===== src/rtl/rice_core_pkg.sv =====
// Shared types, cause constants and helpers for the rice core trap/privilege controller.
package rice_core_pkg;

  typedef enum logic [1:0] {
    PRIV_U = 2'd0,
    PRIV_S = 2'd1,
    PRIV_M = 2'd3
  } rice_core_privilege_level;

  localparam int unsigned IRQ_CAUSE_MSI = 3;
  localparam int unsigned IRQ_CAUSE_MTI = 7;
  localparam int unsigned IRQ_CAUSE_MEI = 11;

  typedef enum logic [1:0] {
    IDLE,
    FLUSH,
    TRAP
  } trap_state_e;

  typedef enum logic [1:0] {
    EXCEPTION,
    INTERRUPT,
    MRET
  } trap_kind_e;

  // Interrupt line index to mcause code.
  function automatic int unsigned irq_cause(input int unsigned idx);
    case (idx)
      0:       return IRQ_CAUSE_MEI;
      1:       return IRQ_CAUSE_MSI;
      2:       return IRQ_CAUSE_MTI;
      default: return 13 + idx;
    endcase
  endfunction

  // Reserved mpp encoding 2 returns to machine mode.
  function automatic rice_core_privilege_level mret_privilege(input logic [1:0] mpp);
    return (mpp == 2'd2) ? PRIV_M : rice_core_privilege_level'(mpp);
  endfunction

endpackage


===== src/rtl/rice_core_trap_unit_if.sv =====
// Pipeline flush handshake and PC redirect between the trap unit and the pipeline.
interface rice_core_trap_unit_if #(
  parameter int unsigned XLEN = 32
);
  logic            flush_req;
  logic            flush_ack;
  logic            redirect_valid;
  logic [XLEN-1:0] redirect_pc;

  modport master (
    output flush_req,
    output redirect_valid,
    output redirect_pc,
    input  flush_ack
  );

  modport slave (
    input  flush_req,
    input  redirect_valid,
    input  redirect_pc,
    output flush_ack
  );
endinterface


===== src/rtl/rice_core_irq_sync.sv =====
// Per-line interrupt synchroniser with rising-edge latched or level pending capture.
module rice_core_irq_sync #(
  parameter int unsigned     IRQS        = 3,
  parameter logic [IRQS-1:0] IRQ_EDGE    = '0,
  parameter int unsigned     SYNC_STAGES = 2
) (
  input  logic            i_clk,
  input  logic            i_rst_n,
  input  logic            i_enable,
  input  logic [IRQS-1:0] i_irq,
  input  logic [IRQS-1:0] i_clr,
  output logic [IRQS-1:0] o_pending
);

  logic [IRQS-1:0] synced;
  logic [IRQS-1:0] prev_q;
  logic [IRQS-1:0] edge_q;

  if (SYNC_STAGES == 0) begin : g_nosync
    assign synced = i_irq;
  end else begin : g_sync
    logic [IRQS-1:0] chain_q [SYNC_STAGES];

    always_ff @(posedge i_clk or negedge i_rst_n) begin
      if (!i_rst_n) begin
        for (int unsigned i = 0; i < SYNC_STAGES; i++) chain_q[i] <= '0;
      end else if (!i_enable) begin
        for (int unsigned i = 0; i < SYNC_STAGES; i++) chain_q[i] <= '0;
      end else begin
        chain_q[0] <= i_irq;
        for (int unsigned i = 1; i < SYNC_STAGES; i++) chain_q[i] <= chain_q[i-1];
      end
    end

    assign synced = chain_q[SYNC_STAGES-1];
  end

  // A new rising edge wins over the clear from the trap taking that line.
  always_ff @(posedge i_clk or negedge i_rst_n) begin
    if (!i_rst_n) begin
      prev_q <= '0;
      edge_q <= '0;
    end else if (!i_enable) begin
      prev_q <= '0;
      edge_q <= '0;
    end else begin
      prev_q <= synced;
      edge_q <= IRQ_EDGE & ((synced & ~prev_q) | (edge_q & ~i_clr));
    end
  end

  assign o_pending = i_enable ? ((IRQ_EDGE & edge_q) | (~IRQ_EDGE & synced)) : '0;

endmodule


===== src/rtl/rice_core_trap_unit.sv =====
// Trap and privilege controller: selects exception/interrupt/MRET, flushes the pipeline, redirects the PC and strobes CSR updates.
module rice_core_trap_unit
  import rice_core_pkg::*;
#(
  parameter int unsigned     XLEN        = 32,
  parameter int unsigned     EXCEPTIONS  = 16,
  parameter int unsigned     IRQS        = 3,
  parameter logic [IRQS-1:0] IRQ_EDGE    = '0,
  parameter int unsigned     SYNC_STAGES = 2
) (
  input  logic                  i_clk,
  input  logic                  i_rst_n,
  input  logic                  i_enable,
  input  logic [EXCEPTIONS-1:0] i_exception,
  input  logic [XLEN-1:0]       i_pc,
  input  logic [XLEN-1:0]       i_tval,
  input  logic                  i_mret,
  input  logic [IRQS-1:0]       i_irq,
  input  logic                  i_mstatus_mie,
  input  logic                  i_mstatus_mpie,
  input  logic [1:0]            i_mstatus_mpp,
  input  logic [IRQS-1:0]       i_mie,
  input  logic [XLEN-3:0]       i_mtvec_base,
  input  logic                  i_mtvec_mode,
  input  logic [XLEN-1:0]       i_mepc,
  rice_core_trap_unit_if.master pipe,
  output logic                  o_csr_set,
  output logic                  o_mie,
  output logic                  o_mpie,
  output logic [1:0]            o_mpp,
  output logic [XLEN-1:0]       o_mepc,
  output logic [XLEN-1:0]       o_mtval,
  output logic                  o_mcause_irq,
  output logic [XLEN-2:0]       o_mcause_code,
  output logic                  o_mepc_set,
  output logic                  o_mtval_set,
  output logic                  o_mcause_set,
  output logic [IRQS-1:0]       o_mip,
  output logic [1:0]            o_privilege
);

  localparam int unsigned CODE_W = XLEN - 1;

  trap_state_e              state_q;
  trap_kind_e               kind_q;
  logic [CODE_W-1:0]        code_q;
  logic [XLEN-1:0]          pc_q;
  logic [XLEN-1:0]          tval_q;
  logic [IRQS-1:0]          line_q;
  rice_core_privilege_level priv_q;
  rice_core_privilege_level trap_priv_q;
  rice_core_privilege_level priv_next_q;

  logic                     flush_req_q;
  logic                     redirect_valid_q;
  logic [XLEN-1:0]          redirect_pc_q;

  logic [IRQS-1:0]          pending;
  logic [IRQS-1:0]          take;
  logic [IRQS-1:0]          irq_clr;
  logic                     glob_ie;
  logic                     ev_valid;
  trap_kind_e               ev_kind;
  logic [CODE_W-1:0]        ev_code;
  logic [IRQS-1:0]          ev_line;
  logic [XLEN-1:0]          trap_target;

  assign irq_clr = (state_q == TRAP && kind_q == INTERRUPT) ? line_q : '0;

  rice_core_irq_sync #(
    .IRQS        (IRQS),
    .IRQ_EDGE    (IRQ_EDGE),
    .SYNC_STAGES (SYNC_STAGES)
  ) u_irq_sync (
    .i_clk     (i_clk),
    .i_rst_n   (i_rst_n),
    .i_enable  (i_enable),
    .i_irq     (i_irq),
    .i_clr     (irq_clr),
    .o_pending (pending)
  );

  assign glob_ie = i_mstatus_mie || (priv_q != PRIV_M);
  assign take    = pending & i_mie & {IRQS{glob_ie}};

  // Descending scans so the lowest set index is the last one written.
  always_comb begin
    ev_valid = 1'b1;
    ev_kind  = MRET;
    ev_code  = '0;
    ev_line  = '0;
    if (|i_exception) begin
      ev_kind = EXCEPTION;
      for (int unsigned i = EXCEPTIONS; i > 0; i--) begin
        if (i_exception[i-1]) ev_code = CODE_W'(i - 1);
      end
    end else if (|take) begin
      ev_kind = INTERRUPT;
      for (int unsigned k = IRQS; k > 0; k--) begin
        if (take[k-1]) begin
          ev_code = CODE_W'(irq_cause(k - 1));
          ev_line = IRQS'(1) << (k - 1);
        end
      end
    end else begin
      ev_valid = i_mret;
    end
  end

  assign trap_target = {i_mtvec_base, 2'b00}
                     + ((i_mtvec_mode && kind_q == INTERRUPT) ? XLEN'({code_q, 2'b00}) : '0);

  always_ff @(posedge i_clk or negedge i_rst_n) begin
    if (!i_rst_n) begin
      state_q          <= IDLE;
      kind_q           <= EXCEPTION;
      code_q           <= '0;
      pc_q             <= '0;
      tval_q           <= '0;
      line_q           <= '0;
      priv_q           <= PRIV_M;
      trap_priv_q      <= PRIV_M;
      priv_next_q      <= PRIV_M;
      flush_req_q      <= 1'b0;
      redirect_valid_q <= 1'b0;
      redirect_pc_q    <= '0;
      o_csr_set        <= 1'b0;
      o_mie            <= 1'b0;
      o_mpie           <= 1'b0;
      o_mpp            <= '0;
      o_mepc           <= '0;
      o_mtval          <= '0;
      o_mcause_irq     <= 1'b0;
      o_mcause_code    <= '0;
      o_mepc_set       <= 1'b0;
      o_mtval_set      <= 1'b0;
      o_mcause_set     <= 1'b0;
    end else begin
      redirect_valid_q <= 1'b0;
      redirect_pc_q    <= '0;
      o_csr_set        <= 1'b0;
      o_mie            <= 1'b0;
      o_mpie           <= 1'b0;
      o_mpp            <= '0;
      o_mepc           <= '0;
      o_mtval          <= '0;
      o_mcause_irq     <= 1'b0;
      o_mcause_code    <= '0;
      o_mepc_set       <= 1'b0;
      o_mtval_set      <= 1'b0;
      o_mcause_set     <= 1'b0;

      if (!i_enable) begin
        state_q     <= IDLE;
        priv_q      <= PRIV_M;
        flush_req_q <= 1'b0;
      end else begin
        case (state_q)
          IDLE: begin
            if (ev_valid) begin
              state_q     <= FLUSH;
              flush_req_q <= 1'b1;
              kind_q      <= ev_kind;
              code_q      <= ev_code;
              pc_q        <= i_pc;
              tval_q      <= i_tval;
              line_q      <= ev_line;
              trap_priv_q <= priv_q;
            end
          end
          FLUSH: begin
            if (pipe.flush_ack) begin
              state_q          <= TRAP;
              flush_req_q      <= 1'b0;
              redirect_valid_q <= 1'b1;
              o_csr_set        <= 1'b1;
              if (kind_q == MRET) begin
                o_mie         <= i_mstatus_mpie;
                o_mpie        <= 1'b1;
                o_mpp         <= PRIV_U;
                redirect_pc_q <= i_mepc;
                priv_next_q   <= mret_privilege(i_mstatus_mpp);
              end else begin
                o_mie         <= 1'b0;
                o_mpie        <= i_mstatus_mie;
                o_mpp         <= trap_priv_q;
                o_mepc        <= pc_q;
                o_mtval       <= (kind_q == EXCEPTION) ? tval_q : '0;
                o_mcause_irq  <= (kind_q == INTERRUPT);
                o_mcause_code <= code_q;
                o_mepc_set    <= 1'b1;
                o_mtval_set   <= 1'b1;
                o_mcause_set  <= 1'b1;
                redirect_pc_q <= trap_target;
                priv_next_q   <= PRIV_M;
              end
            end
          end
          TRAP: begin
            state_q <= IDLE;
            priv_q  <= priv_next_q;
          end
          default: state_q <= IDLE;
        endcase
      end
    end
  end

  assign pipe.flush_req      = flush_req_q;
  assign pipe.redirect_valid = redirect_valid_q;
  assign pipe.redirect_pc    = redirect_pc_q;
  assign o_mip               = pending;
  assign o_privilege         = priv_q;

endmodule


===== src/flat_wrapper.sv =====
// flat-port wrapper written by rule: the top's interface ports become plain ports
module rice_core_trap_unit_flat import rice_core_pkg::*;
#(
  parameter int unsigned     XLEN        = 32,
  parameter int unsigned     EXCEPTIONS  = 16,
  parameter int unsigned     IRQS        = 3,
  parameter logic [IRQS-1:0] IRQ_EDGE    = '0,
  parameter int unsigned     SYNC_STAGES = 2
)
  (i_clk, i_rst_n, i_enable, i_exception, i_pc, i_tval, i_mret, i_irq, i_mstatus_mie, i_mstatus_mpie, i_mstatus_mpp, i_mie, i_mtvec_base, i_mtvec_mode, i_mepc, o_csr_set, o_mie, o_mpie, o_mpp, o_mepc, o_mtval, o_mcause_irq, o_mcause_code, o_mepc_set, o_mtval_set, o_mcause_set, o_mip, o_privilege, pipe_flush_req, pipe_redirect_valid, pipe_redirect_pc, pipe_flush_ack);
  rice_core_trap_unit_if #(.XLEN(XLEN)) pipe_i ();
  input  logic i_clk;
  input  logic i_rst_n;
  input  logic i_enable;
  input  logic [EXCEPTIONS-1:0] i_exception;
  input  logic [XLEN-1:0] i_pc;
  input  logic [XLEN-1:0] i_tval;
  input  logic i_mret;
  input  logic [IRQS-1:0] i_irq;
  input  logic i_mstatus_mie;
  input  logic i_mstatus_mpie;
  input  logic [1:0] i_mstatus_mpp;
  input  logic [IRQS-1:0] i_mie;
  input  logic [XLEN-3:0] i_mtvec_base;
  input  logic i_mtvec_mode;
  input  logic [XLEN-1:0] i_mepc;
  output logic o_csr_set;
  output logic o_mie;
  output logic o_mpie;
  output logic [1:0] o_mpp;
  output logic [XLEN-1:0] o_mepc;
  output logic [XLEN-1:0] o_mtval;
  output logic o_mcause_irq;
  output logic [XLEN-2:0] o_mcause_code;
  output logic o_mepc_set;
  output logic o_mtval_set;
  output logic o_mcause_set;
  output logic [IRQS-1:0] o_mip;
  output logic [1:0] o_privilege;
  output wire logic [$bits(pipe_i.flush_req)-1:0] pipe_flush_req;
  output wire logic [$bits(pipe_i.redirect_valid)-1:0] pipe_redirect_valid;
  output wire logic [$bits(pipe_i.redirect_pc)-1:0] pipe_redirect_pc;
  input wire logic [$bits(pipe_i.flush_ack)-1:0] pipe_flush_ack;
  assign pipe_flush_req = pipe_i.flush_req;
  assign pipe_redirect_valid = pipe_i.redirect_valid;
  assign pipe_redirect_pc = pipe_i.redirect_pc;
  assign pipe_i.flush_ack = pipe_flush_ack;
  rice_core_trap_unit #(.XLEN(XLEN), .EXCEPTIONS(EXCEPTIONS), .IRQS(IRQS), .IRQ_EDGE(IRQ_EDGE), .SYNC_STAGES(SYNC_STAGES)) u_core (.i_clk(i_clk), .i_rst_n(i_rst_n), .i_enable(i_enable), .i_exception(i_exception), .i_pc(i_pc), .i_tval(i_tval), .i_mret(i_mret), .i_irq(i_irq), .i_mstatus_mie(i_mstatus_mie), .i_mstatus_mpie(i_mstatus_mpie), .i_mstatus_mpp(i_mstatus_mpp), .i_mie(i_mie), .i_mtvec_base(i_mtvec_base), .i_mtvec_mode(i_mtvec_mode), .i_mepc(i_mepc), .pipe(pipe_i), .o_csr_set(o_csr_set), .o_mie(o_mie), .o_mpie(o_mpie), .o_mpp(o_mpp), .o_mepc(o_mepc), .o_mtval(o_mtval), .o_mcause_irq(o_mcause_irq), .o_mcause_code(o_mcause_code), .o_mepc_set(o_mepc_set), .o_mtval_set(o_mtval_set), .o_mcause_set(o_mcause_set), .o_mip(o_mip), .o_privilege(o_privilege));
endmodule

===== config.mk =====
export PLATFORM = sky130hd
export DESIGN_NAME = rice_core_trap_unit_flat
export DESIGN_NICKNAME = d
export VERILOG_FILES = /design/src/rtl/rice_core_pkg.sv /design/src/rtl/rice_core_trap_unit_if.sv /design/src/rtl/rice_core_irq_sync.sv /design/src/rtl/rice_core_trap_unit.sv /design/src/flat_wrapper.sv
export SDC_FILE = /design/constraint.sdc
export NUM_CORES = 1
export LEC_CHECK = 0
export ABC_AREA = 1
export CAP_MARGIN = 0
export CORE_ASPECT_RATIO = 1.5
export CORE_MARGIN = 3
export CORE_UTILIZATION = 45
export DETAILED_ROUTE_END_ITERATION = 8
export HOLD_SLACK_MARGIN = 0.02
export MAX_ROUTING_LAYER = met4
export PLACE_DENSITY = 0.8
export SYNTH_ARGS = -nofsm -noshare
export SYNTH_HDL_FRONTEND = slang
export SYNTH_HIERARCHICAL = 1
export SYNTH_SLANG_ARGS = --single-unit

===== constraint.sdc =====
create_clock -name i_clk -period 2.7 [get_ports i_clk]
set_input_delay 0.405 -clock i_clk [delete_from_list [all_inputs] [get_ports i_clk]]
set_output_delay 0.405 -clock i_clk [all_outputs]
set_load 0.01 [all_outputs]

# ---- Word level (Yosys, flattened, before mapping)
# Cells that the tools add are included.
dict set report op_classes {
  n_addsub 1
  n_eq_ne 10
  mux 80
  bitwise_logic 2
  n_reduce_logical 10
}
# cell n
set op_table {}
lappend op_table {{two-way mux 32 bit} 14}
lappend op_table {{two-way mux 31 bit} 6}
lappend op_table {{two-way mux 4 bit} 17}
lappend op_table {{adder 32 bit} 1}
lappend op_table {{two-way mux 2 bit} 13}
lappend op_table {{two-way mux 1 bit} 24}
lappend op_table {{OR reduction 16 bit} 1}
lappend op_table {{two-way mux 3 bit} 3}
lappend op_table {{AND reduction 3 bit} 3}
lappend op_table {{AND 3 bit} 2}
lappend op_table {{== test 2 bit (second input constant)} 3}
lappend op_table {{two-way mux 6 bit} 1}
lappend op_table {{== test 2 x 1 -> 1 bit (second input constant)} 2}
lappend op_table {{zero test 2 bit} 2}
lappend op_table {{one-hot mux 2 bit (2 select lines)} 1}
lappend op_table {{inequality test 3 x 1 -> 1 bit (second input constant)} 1}
lappend op_table {{inequality test 3 x 2 -> 1 bit (second input constant)} 1}
lappend op_table {{inequality test 3 bit (second input constant)} 1}
lappend op_table {{OR reduction 3 bit} 1}
lappend op_table {{inequality test 2 x 1 -> 1 bit (second input constant)} 1}
lappend op_table {{inequality test 2 bit (second input constant)} 1}
lappend op_table {{one-hot mux 1 bit (2 select lines)} 1}
lappend op_table {{AND reduction 2 bit} 1}
lappend op_table {{logical AND 1 bit} 1}
lappend op_table {{logical OR 1 bit} 1}
dict set report word_totals {
  register_bits 246
  input_bits 158
  output_inout_bits 143
  wordCells 124
}

# ---- Depth between registers and ports, before layout
# Gate-level depths: netlist of run 1.
dict set report depth {
  ltp_word 17
  ltp_mapped 17
}

# ---- By module
# Netlist of run 1, hierarchy kept.
# module instances cells_per_inst area_per_inst_um2
set by_module_without_submodules {}
lappend by_module_without_submodules {rice_core_trap_unit 1 963 8308.0}
lappend by_module_without_submodules {rice_core_irq_sync 1 25 229.0}

# ---- Worst setup path before layout of run 1
# Ideal clock, no wire load.
dict set report synth_timing {
  path_type {register to register}
  from {register u_core.kind_q[0]}
  to {register u_core.redirect_pc_q[28] (netlist: u_core/pipe.redirect_pc[28])}
  setup_ps 113
  arrival_ps 2135
  slack_ps 452
  path_stages_with_launch 17
  n_path_buf 0
  period_less_slack_ps 2248
  path_cell_list {dfrtp_1 > inv_1 > nor2_1 > nand2_1 > nor2_1 > ha_1 > fa_1 > a21oi_1 > o21ai_2 > inv_2 > nor3_4 > and2_1 > nand2_1 > nor2_1 > nand3b_1 > nand2_1 > inv_1}
}
dict set report synth_between {
  elab_chain_cells 8
}
# item line
set synth_lines {}
lappend synth_lines {{start, declared} rice_core_trap_unit.sv:45} ;# trap_kind_e kind_q;
lappend synth_lines {{start signal, assigned} rice_core_trap_unit.sv:163} ;# kind_q <= ev_kind;
lappend synth_lines {{== test 2 x 1 -> 1 bit} n/a}
lappend synth_lines {{logical AND 1 bit} rice_core_trap_unit.sv:111} ;# + ((i_mtvec_mode && kind_q == INTERRUPT) ? XLEN'({code_q, 2'b00}) : '0);
lappend synth_lines {{two-way mux 32 bit} rice_core_trap_unit.sv:111}
lappend synth_lines {{adder 32 bit} rice_core_trap_unit.sv:111}
lappend synth_lines {{two-way mux 32 bit *} rice_core_trap_unit.sv:177} ;# if (kind_q == MRET) begin
lappend synth_lines {{two-way mux 32 bit *} rice_core_trap_unit.sv:172} ;# if (pipe.flush_ack) begin
lappend synth_lines {{two-way mux 32 bit *} rice_core_trap_unit.sv:158} ;# case (state_q)
lappend synth_lines {{two-way mux 32 bit *} rice_core_trap_unit.sv:153} ;# if (!i_enable) begin
lappend synth_lines {{end signal, assigned} rice_core_trap_unit.sv:181} ;# redirect_pc_q <= i_mepc;
lappend synth_lines {{end signal, assigned} rice_core_trap_unit.sv:194} ;# redirect_pc_q <= trap_target;
lappend synth_lines {{end, declared} rice_core_trap_unit.sv:56} ;# logic [XLEN-1:0] redirect_pc_q;
# Every way passes the cells marked *; elsewhere a longest branch is shown, timed or not.
# A chain may end at the register's enable or synchronous reset.

# ---- Worst setup path in the final report of run 1
dict set report layout_timing {
  from {register u_core.kind_q[0]}
  to {register u_core.redirect_pc_q[22] (netlist: u_core/pipe.redirect_pc[22])}
}
# The elaborated chain is that of the path after synthesis.

==> results of run 1 <==
==> what timing repair did <==
item,in CTS,in global routing
endpoints found under the setup margin,0,0
hold endpoints to repair,49,0
hold buffers,1,0
==> area by class of cell <==
class / instances / area (sq um)
fill: 1508 / 6110
sequential: 192 / 4810
timing repair buffer: 303 / 3050
multi-input combinational: 608 / 2790
inverter: 132 / 497
clock buffer: 17 / 425
tap: 248 / 310
clock inverter: 14 / 174
==> where the power goes <==
group	switching, mW	internal (mW)
clock	1.15	1.40
combinational	0.691	0.538
sequential	0.112	3.17
==> layer usage <==
| layer | up-vias | share of wire (%) |
|---|---|---|
| met4 | 0 | 5.4 |
| met1 | 3462 | 35 |
| met3 | 71 | 5.8 |
| met2 | 292 | 54 |
| met5 | - | 0 |
| li1 | 3509 | - |
==> flip-flops by register name, indices dropped and copies added (netlist names), 2 cells and up <==
signal	flops
u_core/o_mtval	32
u_core/tval_q	32
u_core/o_privilege	2
u_core/u_irq_sync/g_sync.chain_q	3
u_core/pipe.redirect_pc	32
u_core/priv_next_q	2
u_core/pc_q	32
u_core/u_irq_sync/synced	3
u_core/o_mcause_code	4
u_core/trap_priv_q	2
u_core/kind_q	2
u_core/code_q	4
u_core/o_mpp	2
u_core/o_mepc	32
u_core/state_q	2
==> per-stage QoR <==
step | TNS [ps] | area (sq um) | total power, mW | cells | setup slack, ps
floorplan | 0 | 8500 | 3.93 | 998 | 466
global placement | 0 | 11400 | 4.52 | 1482 | 21.7
detailed placement | -74.6 | 11400 | 4.56 | 1482 | -47.1
CTS | 0 | 12100 | 7.11 | 1514 | 295
global route | 0 | 12100 | 7.38 | 1514 | 70.5
finish | 0 | 12100 | 7.06 | 1514 | 265
==> final timing paths <==
path | from | end | slack [ps] | cells past startpoint
worst max-delay path | u_core/kind_q[0]$_DFFE_PN0P_ | u_core/pipe.redirect_pc[22]$_DFF_PN0_ | 260 | 15
worst min-delay path | u_core/u_irq_sync/g_sync.chain_q[4]$_DFF_PN0_ | u_core/u_irq_sync/synced[1]$_DFF_PN0_ | 440 | 2
worst max register to register | u_core/kind_q[0]$_DFFE_PN0P_ | u_core/pipe.redirect_pc[22]$_DFF_PN0_ | 260 | 15
worst min register to register | u_core/u_irq_sync/g_sync.chain_q[4]$_DFF_PN0_ | u_core/u_irq_sync/synced[1]$_DFF_PN0_ | 440 | 2
max in group asynchronous | i_rst_n | u_core/trap_priv_q[1]$_DFFE_PN1P_ | 1480 | 3
min in group asynchronous | i_rst_n | u_core/tval_q[15]$_DFFE_PN0P_ | 480 | 2
==> worst min-delay path, cell delays in order (launching register included) <==
cell	delay, ps
dfrtp_1	320
nand2_1	50
inv_1	40
==> results by group, run 1 <==
Outcome
  • Status: finished, final reports clean

STA
  • Post-Route Skew: 14.3 ps
  • Worst Max-Slew Pin Slew: 562 ps
  • Final min period: 2440 ps
  • Slew HR: 62.4%
  • RSZ-0062 raised after global routing: no
  • WHS: 439 ps
  • # setup viols final: 0
  • Fmax achieved: 0.411 GHz
  • Final hold violation count: 0
  • Pins Over Slew Limit: 0
  • Period utilisation layout: 90.2%

Drt
  • 1st-iter DRT viols: 484
  • Routed Antenna Nets: 0
  • Routed len/inst: 16.7 microns
  • Routed WL: 25200 microns
  • Vias per inst: 4.84
  • Drt drc: 0
  • Drt first pass iters: 7
  • Vias: 7334

Clocking
  • Post_cts resized: 0
  • Cts bufs inserted: 17
  • Clock Path Buffers: 2
  • Postcts setup bufs: 0
  • CTS tree: built
  • Clock Latency Late Sink: 430 ps
  • H-tree levels: 4
  • CTS root buf: clkbuf_16
  • Clock sink total: 192
  • Clock slew at reported path FFs: 80 ps

Critical path
  • Slowest stage delay, CP: 390 ps
  • CP Class: reg -> reg
  • Buf+Inv Stages, Crit Path: 4
  • Crit path cell chain: inv_1 -> nor2_1 -> nand2_1 -> nor2_1 -> ha_1 -> fa_1 -> a21oi_1 -> o21ai_2 -> inv_2 -> buf_4 -> nor3b_1 -> or2_2 -> nand3_1 -> o211ai_1 -> inv_1
  • CP Data Required Time: 3060 ps
  • Startpoint types: flip-flop
  • CP endpoint kind: flip-flop
  • Cell family with most CP delay: simple AND/OR/NAND/NOR gates
  • Slowest-stage cell, CP: fa_1
  • CP Data Arrival Time: 2790 ps
  • Max Fanout on Critical Path: 4

Global routing
  • Met1 global-route usage: 24.8%
  • GRT Residual Overflow: 0
  • Tot GR Track Use: 25.3%
  • Antenna violations before repair: 0
  • Largest net degree at the start of global routing: 62
  • Busiest metal layer after global routing: met2
  • Routing usage on met2: 46.3%
  • Vias in the first global route: 7289
  • First-pass GRT wire length: 38800 microns
  • Grt met3 use: 5.32%

Floorplan
  • Die height: 173 microns
  • Die area: 0.0204 sq mm
  • Starting Density: 46.3%
  • Core box area: 0.0182 sq mm
  • Row cnt: 60
  • Die W: 118 microns
  • Io pins: 301

Finish
  • Area Growth Syn to Fin: 43.5%
  • Nets: 1417
  • N_diodes: 0
  • Ratio of cells with drive above 1 in the final layout: 7.03%
  • Final core occ: 66.4%
  • Commonest non-fill, non-tap cell in the layout: clkdlybuf4s50_1
  • Most frequent cells in the layout: 272 x clkdlybuf4s50_1, 249 x nand2_1, 186 x dfrtp_1, 127 x inv_1, 125 x nor2_1

Power
  • Worst vdd rail ir drop: 0.426 mV
  • LEAKAGE: 5.96 nW
  • PwrDens: 585 mW/mm^2

Placement
  • DP HPWL: 19500 microns
  • Placer congestion estimate: 1.03
  • PortBufs: 273

Worst hold path
  • HP Class: reg -> reg

Job
  • Maxcap violations: 0

Logic synthesis
  • Syn Inst Count: 972
  • Synth Area per Inst: 8.65 sq um
  • Cell area after synthesis: 0.00840 sq mm
  • Yosys warns: 6
Power figures use the tool's default switching activity.
==> inputs of run 2 (changes only) <==
--- a/config.mk
+++ b/config.mk
@@ -6,11 +6,11 @@
 export NUM_CORES = 1
 export LEC_CHECK = 0
 export ABC_AREA = 1
-export CAP_MARGIN = 0
 export CORE_ASPECT_RATIO = 1.5
 export CORE_MARGIN = 3
 export CORE_UTILIZATION = 45
 export DETAILED_ROUTE_END_ITERATION = 8
+export GPL_TIMING_DRIVEN = 0
 export HOLD_SLACK_MARGIN = 0.02
 export MAX_ROUTING_LAYER = met4
 export PLACE_DENSITY = 0.8
==> constraint.sdc (replaced) <==
create_clock -name i_clk -period 2.6 [get_ports i_clk]
set_input_delay 0.39 -clock i_clk [delete_from_list [all_inputs] [get_ports i_clk]]
set_output_delay 0.39 -clock i_clk [all_outputs]
set_load 0.01 [all_outputs]
==> run 2 against run 1 <==
  * Clock skew is 1.0 ps higher
  * Combinational power up 8%
  * Worst setup slack lost 180 ps
  * Sequential power is 4% higher
  * Highest routed layer unchanged
==> results by group, run 2 (same netlist as run 1, synthesis figures left out) <==
Placement
  • Placed Instance Area: 0.0116 sq mm
  • DP HPWL: 20700 microns
  • Setup WS pre-CTS: -500 ps
  • PortBufs: 273
  • Placed instance count: 1520
  • Placer congestion estimate: 1.00

Drt
  • Routed Antenna Nets: 0
  • Routed WL: 26200 microns
  • 1st-iter DRT viols: 495
  • WL met3: 1530 microns
  • Drt drc: 0
  • Vias: 7429
  • DR WL met2: 14400 microns
  • Drt first pass iters: 5
  • Met1 WL: 9140 microns
  • DR top layer: met4
  • Vias per inst: 4.76
  • Routed len/inst: 16.8 microns

Finish
  • Final Non-Filler Cells: 1561
  • Final core occ: 67.6%
  • Ratio of cells with drive above 1 in the final layout: 9.83%
  • Most frequent cells in the layout: 272 x clkdlybuf4s50_1, 247 x nand2_1, 186 x dfrtp_1, 126 x inv_1, 121 x nor2_1
  • Nets: 1462
  • Area Growth Syn to Fin: 46.2%
  • Finished Cell Area: 0.0123 sq mm
  • Commonest non-fill, non-tap cell in the layout: clkdlybuf4s50_1

Job
  • Maxcap violations: 0

Floorplan
  • Die height: 173 microns
  • Die W: 118 microns
  • Row cnt: 60
  • Core box area: 0.0182 sq mm
  • Starting Density: 46.3%
  • Io pins: 301
  • Die area: 0.0204 sq mm

Critical path
  • Startpoint types: flip-flop
  • CP endpoint kind: flip-flop
  • Crit path cell chain: inv_2 -> nor2_4 -> nand2_2 -> nor2_1 -> ha_1 -> a21oi_1 -> nand2_2 -> a21oi_4 -> nor2_4 -> xor2_1 -> nand2_1 -> o211ai_1 -> inv_1
  • Slowest-stage cell, CP: dfrtp_1
  • Reg-to-reg endpoint: u_core/pipe.redirect_pc[13]$_DFF_PN0_
  • Worst reg2reg startpoint: u_core/kind_q[0]$_DFFE_PN0P_
  • Slowest stage delay, CP: 360 ps
  • Buf+Inv Stages, Crit Path: 2
  • Flop2flop setup slack: 90 ps
  • CP Class: reg -> reg
  • Cell family with most CP delay: compound AO/OA/AOI/OAI gates
  • CP Data Arrival Time: 2830 ps
  • R2R cell count: 13
  • Max Fanout on Critical Path: 5
  • CP Data Required Time: 2920 ps

STA
  • RSZ-0062 raised after global routing: yes
  • Period utilisation layout: 96.6%
  • Fmax achieved: 0.398 GHz
  • Final WS setup: 89.2 ps
  • Final hold violation count: 0
  • # setup viols final: 0
  • Pins Over Slew Limit: 0
  • Worst Max-Slew Pin Slew: 753 ps
  • WHS: 3.28 ps
  • Slew HR: 49.8%
  • Final min period: 2510 ps
  • Post-Route Skew: 15.4 ps

Clocking
  • Clock slew at reported path FFs: 80 ps
  • CTS root buf: clkbuf_16
  • CTS tree: built
  • Clock sink total: 192
  • H-tree levels: 4
  • Clock Path Buffers: 2
  • Cts bufs inserted: 17
  • Clock Latency Late Sink: 430 ps

Power
  • LEAKAGE: 6.09 nW
  • PwrDens: 593 mW/mm^2
  • Worst vdd rail ir drop: 0.443 mV

Global routing
  • Antenna violations before repair: 1
  • Largest net degree at the start of global routing: 104
  • First-pass GRT wire length: 41100 microns
  • GRT Residual Overflow: 0
  • Tot GR Track Use: 27.0%
  • Vias in the first global route: 7694

Outcome
  • Status: finished, final reports clean

Worst hold path
  • HP Class: in -> async
## run 2: cell count changes in the layout (fill, tap and decap cells not counted), sizes merged
cell         change
inv              +2
diode            +1
dlygate4sd3      -1
bufinv           -2
clkbuf          +19
clkinv           +1
buf             +27
## run 2: routing by layer
metal	up-vias	global-route usage (%)
met2	298	49.3
met5	-	-
li1	3596	-
met3	58	5.58
met1	3477	27.0
met4	0	13.5
## run 2: repair_timing
item                       4_1_cts  5_1_grt
hold buffers                     0        0
buffers inserted                 5        3
pin swaps                        4       11
hold endpoints to repair         0        0
gates resized for setup          4       14
setup endpoints to repair        6       14
## run 2: cell type report
class	instances	area, sq um
Tap cell	248	310
Buffer	66	405
Timing Repair Buffer	282	2830
Clock buffer	17	425
Fill cell	1523	5880
Clock inverter	15	161
Antenna cell	1	2.50
Multi-Input combinational cell	608	2840
Inverter	132	497
Sequential cell	192	4810
## run 2: worst max path at each step
stage                                                  endpoint  cells past startpoint                    startpoint  slack [ps]
final                     u_core/pipe.redirect_pc[13]$_DFF_PN0_                     13  u_core/kind_q[0]$_DFFE_PN0P_          90
after global routing      u_core/pipe.redirect_pc[20]$_DFF_PN0_                     13  u_core/kind_q[1]$_DFFE_PN0P_         -20
after CTS                 u_core/pipe.redirect_pc[28]$_DFF_PN0_                     17  u_core/kind_q[0]$_DFFE_PN0P_           8
after detailed placement  u_core/pipe.redirect_pc[24]$_DFF_PN0_                     14                  i_mtvec_mode        -500
after global placement    u_core/pipe.redirect_pc[17]$_DFF_PN0_                      1                       i_rst_n       -6580
after floorplan           u_core/pipe.redirect_pc[28]$_DFF_PN0_                     16  u_core/kind_q[0]$_DFFE_PN0P_         370
## run 2: stage by stage
stage	power, mW	setup TNS [ps]
after floorplan	4.08	0
after global placement	4.75	-1251090
after detailed placement	4.78	-6140
after CTS	7.34	0
after global routing	7.66	-31.5
final	7.29	0
## run 2: power breakdown
part / switching (mW) / internal, mW / total, mW
Sequential: 0.113 / 3.29 / 3.40
Clock: 1.27 / 1.29 / 2.56
Combinational: 0.757 / 0.572 / 1.33
Total: 2.14 / 5.15 / 7.29
